### config.mk
export PLATFORM = sky130hd
export DESIGN_NAME = chunked_subtractor
export DESIGN_NICKNAME = d
export VERILOG_FILES = /design/src/rtl/chunked_subtractor.sv
export SDC_FILE = /design/constraint.sdc
export NUM_CORES = 1
export LEC_CHECK = 0
export CORE_ASPECT_RATIO = 1.2
export CORE_MARGIN = 3
export CORE_UTILIZATION = 51
export DETAILED_ROUTE_END_ITERATION = 6
export HOLD_SLACK_MARGIN = 0.15
export PLACE_DENSITY = 0.8
export REMOVE_ABC_BUFFERS = 1
export SLEW_MARGIN = 20
export SYNTH_ARGS = -nofsm -noshare
export SYNTH_HDL_FRONTEND = slang
export SYNTH_SLANG_ARGS = --single-unit
### constraint.sdc
create_clock -name clk -period 4.05 [get_ports clk]
set_clock_uncertainty 0.1 [all_clocks]
set_input_delay 0.81 -clock clk [delete_from_list [all_inputs] [get_ports clk]]
set_output_delay 0.81 -clock clk [all_outputs]
set_load 0.05 [all_outputs]
### src/rtl/chunked_subtractor.sv
// Multi-cycle unsigned subtractor: a - b over WIDTH bits, CHUNK bits per clock, LSB chunk first,
// with an optional conditional-subtract mode that restores a when a < b.
module chunked_subtractor #(
  parameter int WIDTH = 32,
  parameter int CHUNK = 8
) (
  input  logic             clk,
  input  logic             rst,
  input  logic             start,
  input  logic             cond_sub,
  input  logic [WIDTH-1:0] a,
  input  logic [WIDTH-1:0] b,
  output logic             busy,
  output logic             done,
  output logic [WIDTH-1:0] diff,
  output logic             borrow
);

  localparam int NCHUNK = WIDTH / CHUNK;
  localparam int IDX_W  = (NCHUNK > 1) ? $clog2(NCHUNK) : 1;
  localparam logic [IDX_W-1:0] LAST_IDX = IDX_W'(NCHUNK - 1);

  typedef enum logic [1:0] {
    IDLE   = 2'd0,
    RUN    = 2'd1,
    FINISH = 2'd2
  } state_t;

  state_t           state_reg;
  logic [WIDTH-1:0] a_reg;
  logic [WIDTH-1:0] b_reg;
  logic             cond_reg;
  logic             chain_reg;
  logic [IDX_W-1:0] index_reg;
  logic             busy_reg;
  logic             done_reg;
  logic             borrow_reg;

  logic [CHUNK-1:0] a_chunk        [NCHUNK];
  logic [CHUNK-1:0] b_chunk        [NCHUNK];
  logic [CHUNK-1:0] diff_chunk_reg [NCHUNK];
  logic [CHUNK:0]   sub_next;

  // Operands and result are handled as chunk arrays so the active chunk is a plain index.
  generate
    for (genvar gi = 0; gi < NCHUNK; gi++) begin : g_chunk
      assign a_chunk[gi]                  = a_reg[gi*CHUNK +: CHUNK];
      assign b_chunk[gi]                  = b_reg[gi*CHUNK +: CHUNK];
      assign diff[gi*CHUNK +: CHUNK]      = diff_chunk_reg[gi];
    end
  endgenerate

  // CHUNK+1 bit difference: the top bit is the borrow out of this chunk.
  always_comb begin
    sub_next = {1'b0, a_chunk[index_reg]}
             - {1'b0, b_chunk[index_reg]}
             - {{CHUNK{1'b0}}, chain_reg};
  end

  always_ff @(posedge clk) begin
    if (rst) begin
      state_reg  <= IDLE;
      a_reg      <= '0;
      b_reg      <= '0;
      cond_reg   <= 1'b0;
      chain_reg  <= 1'b0;
      index_reg  <= '0;
      busy_reg   <= 1'b0;
      done_reg   <= 1'b0;
      borrow_reg <= 1'b0;
      for (int i = 0; i < NCHUNK; i++) begin
        diff_chunk_reg[i] <= '0;
      end
    end else begin
      done_reg <= 1'b0;
      case (state_reg)
        IDLE: begin
          // The cycle carrying done still counts as the tail of the operation.
          if (start && !done_reg) begin
            a_reg     <= a;
            b_reg     <= b;
            cond_reg  <= cond_sub;
            chain_reg <= 1'b0;
            index_reg <= '0;
            busy_reg  <= 1'b1;
            for (int i = 0; i < NCHUNK; i++) begin
              diff_chunk_reg[i] <= '0;
            end
            state_reg <= RUN;
          end
        end
        RUN: begin
          diff_chunk_reg[index_reg] <= sub_next[CHUNK-1:0];
          chain_reg                 <= sub_next[CHUNK];
          if (index_reg == LAST_IDX) begin
            state_reg <= FINISH;
          end else begin
            index_reg <= index_reg + 1'b1;
          end
        end
        FINISH: begin
          borrow_reg <= chain_reg;
          if (cond_reg && chain_reg) begin
            for (int i = 0; i < NCHUNK; i++) begin
              diff_chunk_reg[i] <= a_chunk[i];
            end
          end
          done_reg  <= 1'b1;
          busy_reg  <= 1'b0;
          state_reg <= IDLE;
        end
        default: begin
          state_reg <= IDLE;
          busy_reg  <= 1'b0;
        end
      endcase
    end
  end

  assign busy   = busy_reg;
  assign done   = done_reg;
  assign borrow = borrow_reg;

endmodule

; Yosys cells after proc, flatten, opt, wreduce, memory -nomap -nowiden
; Memories as Yosys holds them, arrays and structs flattened.
; Index checks and enable logic that the tools add are counted.
[totals]
register_bits = 73
mem_bits_rw = 32
input_bits = 68
out_inout_bits = 35
elab_cells = 82
mem_count = 1
[classes]
addsub = 3
magnitude_cmp = 1
n_eq_ne = 6
muxes = 41
bitwise_logic = 10
n_reduce_logical = 11
[mem_list]
columns = name, words, width, rd, rd_clocked_by_memory_dff, wr, line
row1 = diff_chunk_reg, 4, 8, 4, 0, 4, 41  ; logic [CHUNK-1:0] diff_chunk_reg [NCHUNK];
[op_table]
columns = operator, count
row1 = $mux W8, 13
row2 = $bmux W8 S2, 2
row3 = $mux W1, 17
row4 = $mux W2, 5
row5 = $sub A8 B8 Y9, 1
row6 = $sub A9 B1 Y9, 1
row7 = $or A1 B1 Y1, 8
row8 = $pmux W2 S2, 2
row9 = $reduce_and A2 Y1, 4
row10 = $reduce_or A8 Y1, 1
row11 = $ne A2 B2 Y1 const B, 3
row12 = $eq A2 B2 Y1 const B, 2
row13 = $pmux W1 S2, 2
row14 = $ge A3 B3 Y1 const B, 1
row15 = $not A2 Y3, 1
row16 = $reduce_and A3 Y1, 1
row17 = $add A2 B1 Y2 const B, 1
row18 = $eq A2 B1 Y1 const B, 1
row19 = $logic_and A1 B1 Y1, 2
row20 = $logic_not A2 Y1, 1
row21 = $reduce_bool A2 Y1, 1
row22 = $logic_not A1 Y1, 1
row23 = $not A1 Y1, 1

; Depth between registers and ports, before layout
; Gate-level depths: netlist (run 1).
[depth]
depth_word = 9
mapped_depth = 12
depth_no_buf = 10

; Worst setup path before layout (run 1)
; Ideal clock, no wire load.
[synth_timing]
path_type = reg-to-reg
start = register index_reg[0]
end = memory diff_chunk_reg[0][7], data pin
setup_time_ps = 256
arrival_time_ps = 2860
required_time_ps = 3694
path_slack_ps = 834
path_stages_with_launch = 12
path_buffers = 2
period_less_slack_ps = 3216
path_cell_list = dfxtp_1 > buf_6 > buf_2 > mux4_2 > fa_1 > inv_1 > ha_1 > nand4b_1 > o32ai_1 > o32ai_1 > xnor2_1 > a22o_1
[synth_lines]
columns = element, line
row1 = from (decl), 34  ; logic [IDX_W-1:0] index_reg;
row2 = from (signal assigned), 98  ; index_reg <= index_reg + 1'b1;
row3 = to (decl), 41

==> results of run 1 <==
[Yosys cell counts]
master                      number
sky130_fd_sc_hd__or4_1           1
sky130_fd_sc_hd__and3_1          2
sky130_fd_sc_hd__o21ai_1         3
sky130_fd_sc_hd__xor2_2          1
sky130_fd_sc_hd__buf_2           6
sky130_fd_sc_hd__buf_6           1
sky130_fd_sc_hd__a21oi_1        78
sky130_fd_sc_hd__a22o_1         15
sky130_fd_sc_hd__nand3_1         3
sky130_fd_sc_hd__xnor2_1         5
sky130_fd_sc_hd__nand2b_1        4
sky130_fd_sc_hd__and3b_1         1
sky130_fd_sc_hd__ha_1           13
sky130_fd_sc_hd__nor2_1         11
sky130_fd_sc_hd__o32ai_1         2
sky130_fd_sc_hd__o21ai_0         5
sky130_fd_sc_hd__buf_1           1
sky130_fd_sc_hd__or4b_1          1
sky130_fd_sc_hd__mux4_2         16
sky130_fd_sc_hd__nor3_2          1
sky130_fd_sc_hd__nor3b_2         1
sky130_fd_sc_hd__or2_2           1
sky130_fd_sc_hd__xor2_1          1
sky130_fd_sc_hd__nor4b_1         1
sky130_fd_sc_hd__a21boi_0        3
sky130_fd_sc_hd__o2bb2ai_1       1
sky130_fd_sc_hd__edfxtp_1       32
sky130_fd_sc_hd__a22oi_1         1
sky130_fd_sc_hd__o31ai_1         1
sky130_fd_sc_hd__nand4b_1        2
sky130_fd_sc_hd__o21a_1          2
sky130_fd_sc_hd__a211oi_1        1
sky130_fd_sc_hd__nand2_1       148
sky130_fd_sc_hd__nand3b_1        1
sky130_fd_sc_hd__inv_1          19
sky130_fd_sc_hd__fa_1            2
sky130_fd_sc_hd__a21oi_2         3
sky130_fd_sc_hd__and2_1          1
sky130_fd_sc_hd__o22ai_1         9
sky130_fd_sc_hd__nor4_2          1
sky130_fd_sc_hd__clkbuf_1       24
sky130_fd_sc_hd__nor2b_1         3
sky130_fd_sc_hd__mux2i_1         3
sky130_fd_sc_hd__nor3_1          2
sky130_fd_sc_hd__dfxtp_1        73
[logic make-up (layout without fill, tap and decap cells)]
logic type,count (synthesis),after routing
and+or+nand+nor,185,185
AOI/OAI and AO/OA,124,124
DFF,105,105
buffers and inverters,51,146
muxes,19,19
adders and majority gates,15,15
xor gates and xnor gates,7,7
[layout by cell type (no fill, tap or decap), types with 4 or more instances in the layout]
master,n
sky130_fd_sc_hd__a21oi_1,78
sky130_fd_sc_hd__a22o_1,15
sky130_fd_sc_hd__buf_4,9
sky130_fd_sc_hd__clkbuf_8,10
sky130_fd_sc_hd__clkdlybuf4s50_1,101
sky130_fd_sc_hd__dfxtp_1,73
sky130_fd_sc_hd__edfxtp_1,32
sky130_fd_sc_hd__ha_1,13
sky130_fd_sc_hd__inv_1,19
sky130_fd_sc_hd__mux4_2,16
sky130_fd_sc_hd__nand2_1,148
sky130_fd_sc_hd__nand2b_1,4
sky130_fd_sc_hd__nor2_1,11
sky130_fd_sc_hd__o21ai_0,5
sky130_fd_sc_hd__o22ai_1,9
sky130_fd_sc_hd__xnor2_1,5
[final timing paths]
path	startpoint	end	cells after the start
setup / recovery	index_reg[0]	diff_chunk_reg[0][6]	10
hold / removal	b_reg[14]	b_reg[14]	2
hold reg to reg	b_reg[14]	b_reg[14]	2
setup reg to reg	index_reg[0]	diff_chunk_reg[0][6]	10
[layer usage]
layer	share of wire [%]	up-vias
li1	-	1941
met1	40	1919
met2	50	196
met3	7.1	23
met4	2.2	0
met5	0	-
[power by group]
| group | internal (mW) | switching [mW] |
|---|---|---|
| clock network | 0.426 | 0.342 |
| logic | 0.253 | 0.360 |
| registers | 1.15 | 0.0472 |
| total | 1.83 | 0.749 |
[critical path, delay by kind of cell (launching register included)]
family / cells / cell delay [ns]
flip-flops: 1 / 0.66
buffers and inverters: 2 / 0.33
AND/OR/NAND/NOR: 1 / 0.12
XOR/XNOR: 1 / 0.36
AO/OA/AOI/OAI: 3 / 0.70
adder cells (fa/ha/maj): 2 / 0.68
multiplexers: 1 / 0.52
[per-stage QoR]
| stage | setup slack [ns] | TNS, ns | instances |
|---|---|---|---|
| after global placement | 0.591 | 0 | 705 |
| after floorplan | -3.05 | -248.64 | 474 |
| after detailed placement | 0.492 | 0 | 705 |
| final | 0.423 | 0 | 721 |
| after CTS | 0.466 | 0 | 721 |
| after global routing | 0.194 | 0 | 721 |
[cell type report]
class / count / area, µm² / share of cell area [%]
clock inverter: 5 / 103 / 1.66
multi-input combinational: 350 / 2190 / 35.6
inverter: 19 / 71.3 / 1.16
sequential: 105 / 2420 / 39.3
timing repair buffer: 111 / 1080 / 17.6
tap: 120 / 150 / 2.44
clock buffer: 11 / 141 / 2.29
==> results.toml, run 1 <==
[routing]
wl_per_cell_um = 16.0
first_iter_violations = 372
first_pass_iters = 5
vias_per_cell = 5.66
post-route-drc-count = 0
routed-via-count = 4079
drt-total-wl_mm = 11.5
drtAntennaViolNets = 0

[critical_path]
criticalPathCategory = "reg -> reg"
critPathSlowestCell = "sky130_fd_sc_hd__dfxtp_1"
cp.required_ns = 4.19
critPathMaxFanout = 9
crit_path_frequent_cell = "sky130_fd_sc_hd__ha_1"
setup.worst_path.start_class = "flop"
critical_path_arrival_ns = 3.76
setup.reg_to_reg.worst_slack_ns = 0.42
crit_path_cell_trace = "buf_4 -> mux4_2 -> ha_1 -> inv_1 -> ha_1 -> nand2_1 -> o21ai_0 -> a21oi_1 -> xnor2_1 -> a22o_1"
worstSetupEndpointType = "flop"
critPathMaxStageDelay_ns = 0.66

[sta]
finalCriticalPeriod_ns = 3.63
slew-limit-headroom_pct = 31.8
setup_violations = 0
fmax_ghz = 0.276
grt_setup_unrepaired = "no"
worst_hold_slack_ns = 0.361
worstMarginPinSlew_ns = 1.02
period_share_pct = 89.5
final-max-slew-violation-count = 0
finalHoldViolCount = 0

[synthesis]
postSynthRegisterBits = 105
synth.distinct_cells = 45
synth.yosys.warnings = 0
synthesized_area_fraction_occupied_by_ao_oa_aoi_and_oai_cells_pct = 15.2
syn-mean-instance-area_um2 = 9.50
synth_simple_gate_area_share_pct = 16.3
synth-adder-area-share_pct = 4.22
synth_xor_xnor_area_share_pct = 1.43
post_synth_instance_area_mm2 = 0.00481
seq_total_area_yosys_pct = 50.4
library_cell_with_the_largest_summed_area_after_synthesis = "sky130_fd_sc_hd__dfxtp_1"
syn-instance-count = 506
netlist_top_cells_area = "sky130_fd_sc_hd__dfxtp_1, sky130_fd_sc_hd__edfxtp_1, sky130_fd_sc_hd__nand2_1"
post_synth_mux_area_share_pct = 8.12
synth_top_family_by_area = "simple AND/OR/NAND/NOR gates"
yosys.area.top_type_share_pct = 30.4

[grt]
wire_length_of_the_first_global_routing_pass_mm = 18.7
groute.layer.met1.usage_pct = 28.9
global_route.usage.met3_pct = 4.09
grt.total_usage_pct = 22.5
top_usage_layer = "met2"
global_route_congestion_overflow_total = 0
antenna_found_initial = 0
grt_start_max_net_pins = 67
met2_usage_pct = 37.5
grt_pass1_vias = 3795

[clocking]
h-tree-depth = 3
max-clock-path-buffers = 2
cts_tree = "yes"
clkSinkCount = 105
postCtsSetupRepairBufs = 0
post_cts_hold_buffer_count = 0
cts.reportedPaths.clkPinSlew_ns = 0.09
clockRootBuffer = "sky130_fd_sc_hd__clkbuf_8"
postCtsResizedCells = 0
cts_buffers = 9
clock_insertion_delay_worst_skew_ns = 0.37

[floorplanning]
die_width_um = 94.6
core_mm2 = 0.00913
std_cell_rows = 38
ioPinCount = 103
design.die.area_mm2 = 0.0106
starting_utilization_of_the_core_area_pct = 52.7
fp.dieH_um = 112

[pwr]
vdd_ir_drop_max_mv = 0.238
pwr_density_cell_mw_per_mm2 = 419
p_leak_nw = 2.27
total_power_mw = 2.58

[final_layout]
insertedDiodeCount = 0
area_delta_synth_final_pct = 28.2
layout.nets = 679
fin_area_mm2 = 0.00616
layout-drive-gt1-share_pct = 8.49
utilization_pct = 67.5
fillCellCount = 714

[placed_design]
cell_area_placed_mm2 = 0.00591
port_buffers = 102
dp.final_hpwl_mm = 8.48
gp_routability_congestion = 1.01

[flow_run]
cap_viol_max_count = 0

[min_path]
hold_path.class = "reg -> reg"

[outcome]
status = "completed"
Power figures use the tool's default switching activity.
==> inputs of run 2 (changes only) <==
--- a/config.mk
+++ b/config.mk
@@ -8,9 +8,10 @@
 export CORE_ASPECT_RATIO = 1.2
 export CORE_MARGIN = 3
 export CORE_UTILIZATION = 51
+export CTS_CLUSTER_SIZE = 24
 export DETAILED_ROUTE_END_ITERATION = 6
 export HOLD_SLACK_MARGIN = 0.15
-export PLACE_DENSITY = 0.8
+export PLACE_DENSITY = 0.87
 export REMOVE_ABC_BUFFERS = 1
 export SLEW_MARGIN = 20
 export SYNTH_ARGS = -nofsm -noshare
==> results.toml, run 2 (same netlist as run 1, synthesis figures left out) <==
[sta]
finalSetupTns_ns = 0
worst_hold_slack_ns = 0.356
setup_violations = 0
grt_setup_unrepaired = "no"
fmax_ghz = 0.301
worstMarginPinSlew_ns = 0.955
final-max-slew-violation-count = 0
slew-limit-headroom_pct = 35.8
finalHoldViolCount = 0
finalCriticalPeriod_ns = 3.32
period_share_pct = 81.9

[routing]
routed-via-count = 3957
first_iter_violations = 300
drt-total-wl_mm = 11.3
post-route-drc-count = 0
wl_per_cell_um = 15.8
vias_per_cell = 5.50
first_pass_iters = 5
drtAntennaViolNets = 0

[final_layout]
layout.nets = 677
layout-drive-gt1-share_pct = 8.18
insertedDiodeCount = 0
area_delta_synth_final_pct = 26.8
most_frequent_standard_cell_in_the_layout_excluding_fill_and_tap_cells = "sky130_fd_sc_hd__nand2_1"
layoutNonFillerInstCount = 719
utilization_pct = 66.8
top_library_cells_by_usage_in_the_layout_fill_and_taps_aside = "sky130_fd_sc_hd__nand2_1, sky130_fd_sc_hd__clkdlybuf4s50_1, sky130_fd_sc_hd__a21oi_1"

[pwr]
power.switching_mw = 0.754
p_leak_nw = 2.25
p_comb_share_pct = 24.9
seq_power_share_pct = 48.9
clk_pwr_share_pct = 26.2
pwr_density_cell_mw_per_mm2 = 402
switching_share_pct = 30.8
vdd_ir_drop_max_mv = 0.217
internal_power_mw = 1.69

[critical_path]
critical_path_arrival_ns = 3.33
critical_path.n_buffers_inverters = 2
critPathSlowestCell = "sky130_fd_sc_hd__dfxtp_1"
setup.worst_path.start_class = "flop"
critPathMaxFanout = 19
cp.required_ns = 4.07
worstSetupEndpointType = "flop"
crit_path_cell_trace = "buf_4 -> mux4_2 -> ha_1 -> inv_1 -> ha_1 -> a21oi_1 -> nand2_1 -> o32ai_1 -> xnor2_1 -> a22o_1"
critPathMaxStageDelay_ns = 0.61
crit_path_frequent_cell = "sky130_fd_sc_hd__ha_1"
criticalPathCategory = "reg -> reg"
crit_family = "compound AO/OA/AOI/OAI gates"

[clocking]
post_cts_hold_buffer_count = 0
clockRootBuffer = "sky130_fd_sc_hd__clkbuf_8"
cts.reportedPaths.clkPinSlew_ns = 0.09
clkSinkCount = 105
h-tree-depth = 3
max-clock-path-buffers = 2
cts_tree = "yes"
clock_insertion_delay_worst_skew_ns = 0.36
cts_buffers = 9
postCtsResizedCells = 0
postCtsSetupRepairBufs = 0

[floorplanning]
starting_utilization_of_the_core_area_pct = 52.7
ioPinCount = 103
fp.dieH_um = 112
std_cell_rows = 38
design.die.area_mm2 = 0.0106
die_width_um = 94.6
core_mm2 = 0.00913

[grt]
grt_pass1_vias = 3819
antenna_found_initial = 0
global_route_congestion_overflow_total = 0
grt_start_max_net_pins = 67
wire_length_of_the_first_global_routing_pass_mm = 18.5
grt.total_usage_pct = 22.0

[placed_design]
gp_routability_congestion = 0.875
dp.final_hpwl_mm = 8.41
dp_cells = 703
port_buffers = 102

[min_path]
hold_path.class = "reg -> reg"

[outcome]
status = "completed"

[flow_run]
cap_viol_max_count = 0
==> run 2: final timing paths <==
| kind | to | start | slack, ns | depth (start not counted) |
|---|---|---|---|---|
| setup reg to reg | diff_chunk_reg[3][7] | index_reg[1] | 0.73 | 10 |
| hold reg to reg | b_reg[18] | b_reg[18] | 0.36 | 2 |
| setup / recovery | diff_chunk_reg[3][7] | index_reg[1] | 0.73 | 10 |
| hold / removal | b_reg[18] | b_reg[18] | 0.36 | 2 |
==> run 2: cell type report <==
cell class	instances	area [µm²]
fillers	709	3030
flip-flops and latches	105	2420
multi-input cells	350	2190
repair buffers	109	1070
well taps	120	150
clock buffers	10	128
inverters	19	71.3
clock inverters	6	65.1
==> run 2: layer usage <==
metal,wire (µm),up-vias,global-route usage (%)
met2,5680,158,36.5
met4,197,0,8.18
li1,-,1933,-
met1,4760,1849,28.9
met3,696,17,3.82
met5,0,-,0
==> run 2: power by group through the flow <==
stage	Sequential [mW]	Clock (mW)	Combinational, mW
floorplan	1.31	0	0.304
global placement	1.22	0	0.592
detailed placement	1.22	0	0.605
CTS	1.20	0.642	0.607
global route	1.21	0.685	0.660
finish	1.20	0.642	0.609
==> run 2: worst register-to-register path, stage by stage, from the launching register on <==
cell and delay (ns):
sky130_fd_sc_hd__dfxtp_1 0.61, sky130_fd_sc_hd__buf_4 0.34, sky130_fd_sc_hd__mux4_2 0.35, sky130_fd_sc_hd__ha_1 0.29, sky130_fd_sc_hd__inv_1 0.04, sky130_fd_sc_hd__ha_1 0.35, sky130_fd_sc_hd__a21oi_1 0.16, sky130_fd_sc_hd__nand2_1 0.07
sky130_fd_sc_hd__o32ai_1 0.35, sky130_fd_sc_hd__xnor2_1 0.21, sky130_fd_sc_hd__a22o_1 0.22
==> run 2: per-stage QoR <==
step | setup slack [ns] | instance area, µm² | total power, mW
final | 0.733 | 6100 | 2.45
after global placement | 0.800 | 5900 | 1.81
after floorplan | -3.05 | 4670 | 1.61
after detailed placement | 0.758 | 5900 | 1.83
after CTS | 0.755 | 6090 | 2.45
after global routing | 0.594 | 6100 | 2.55
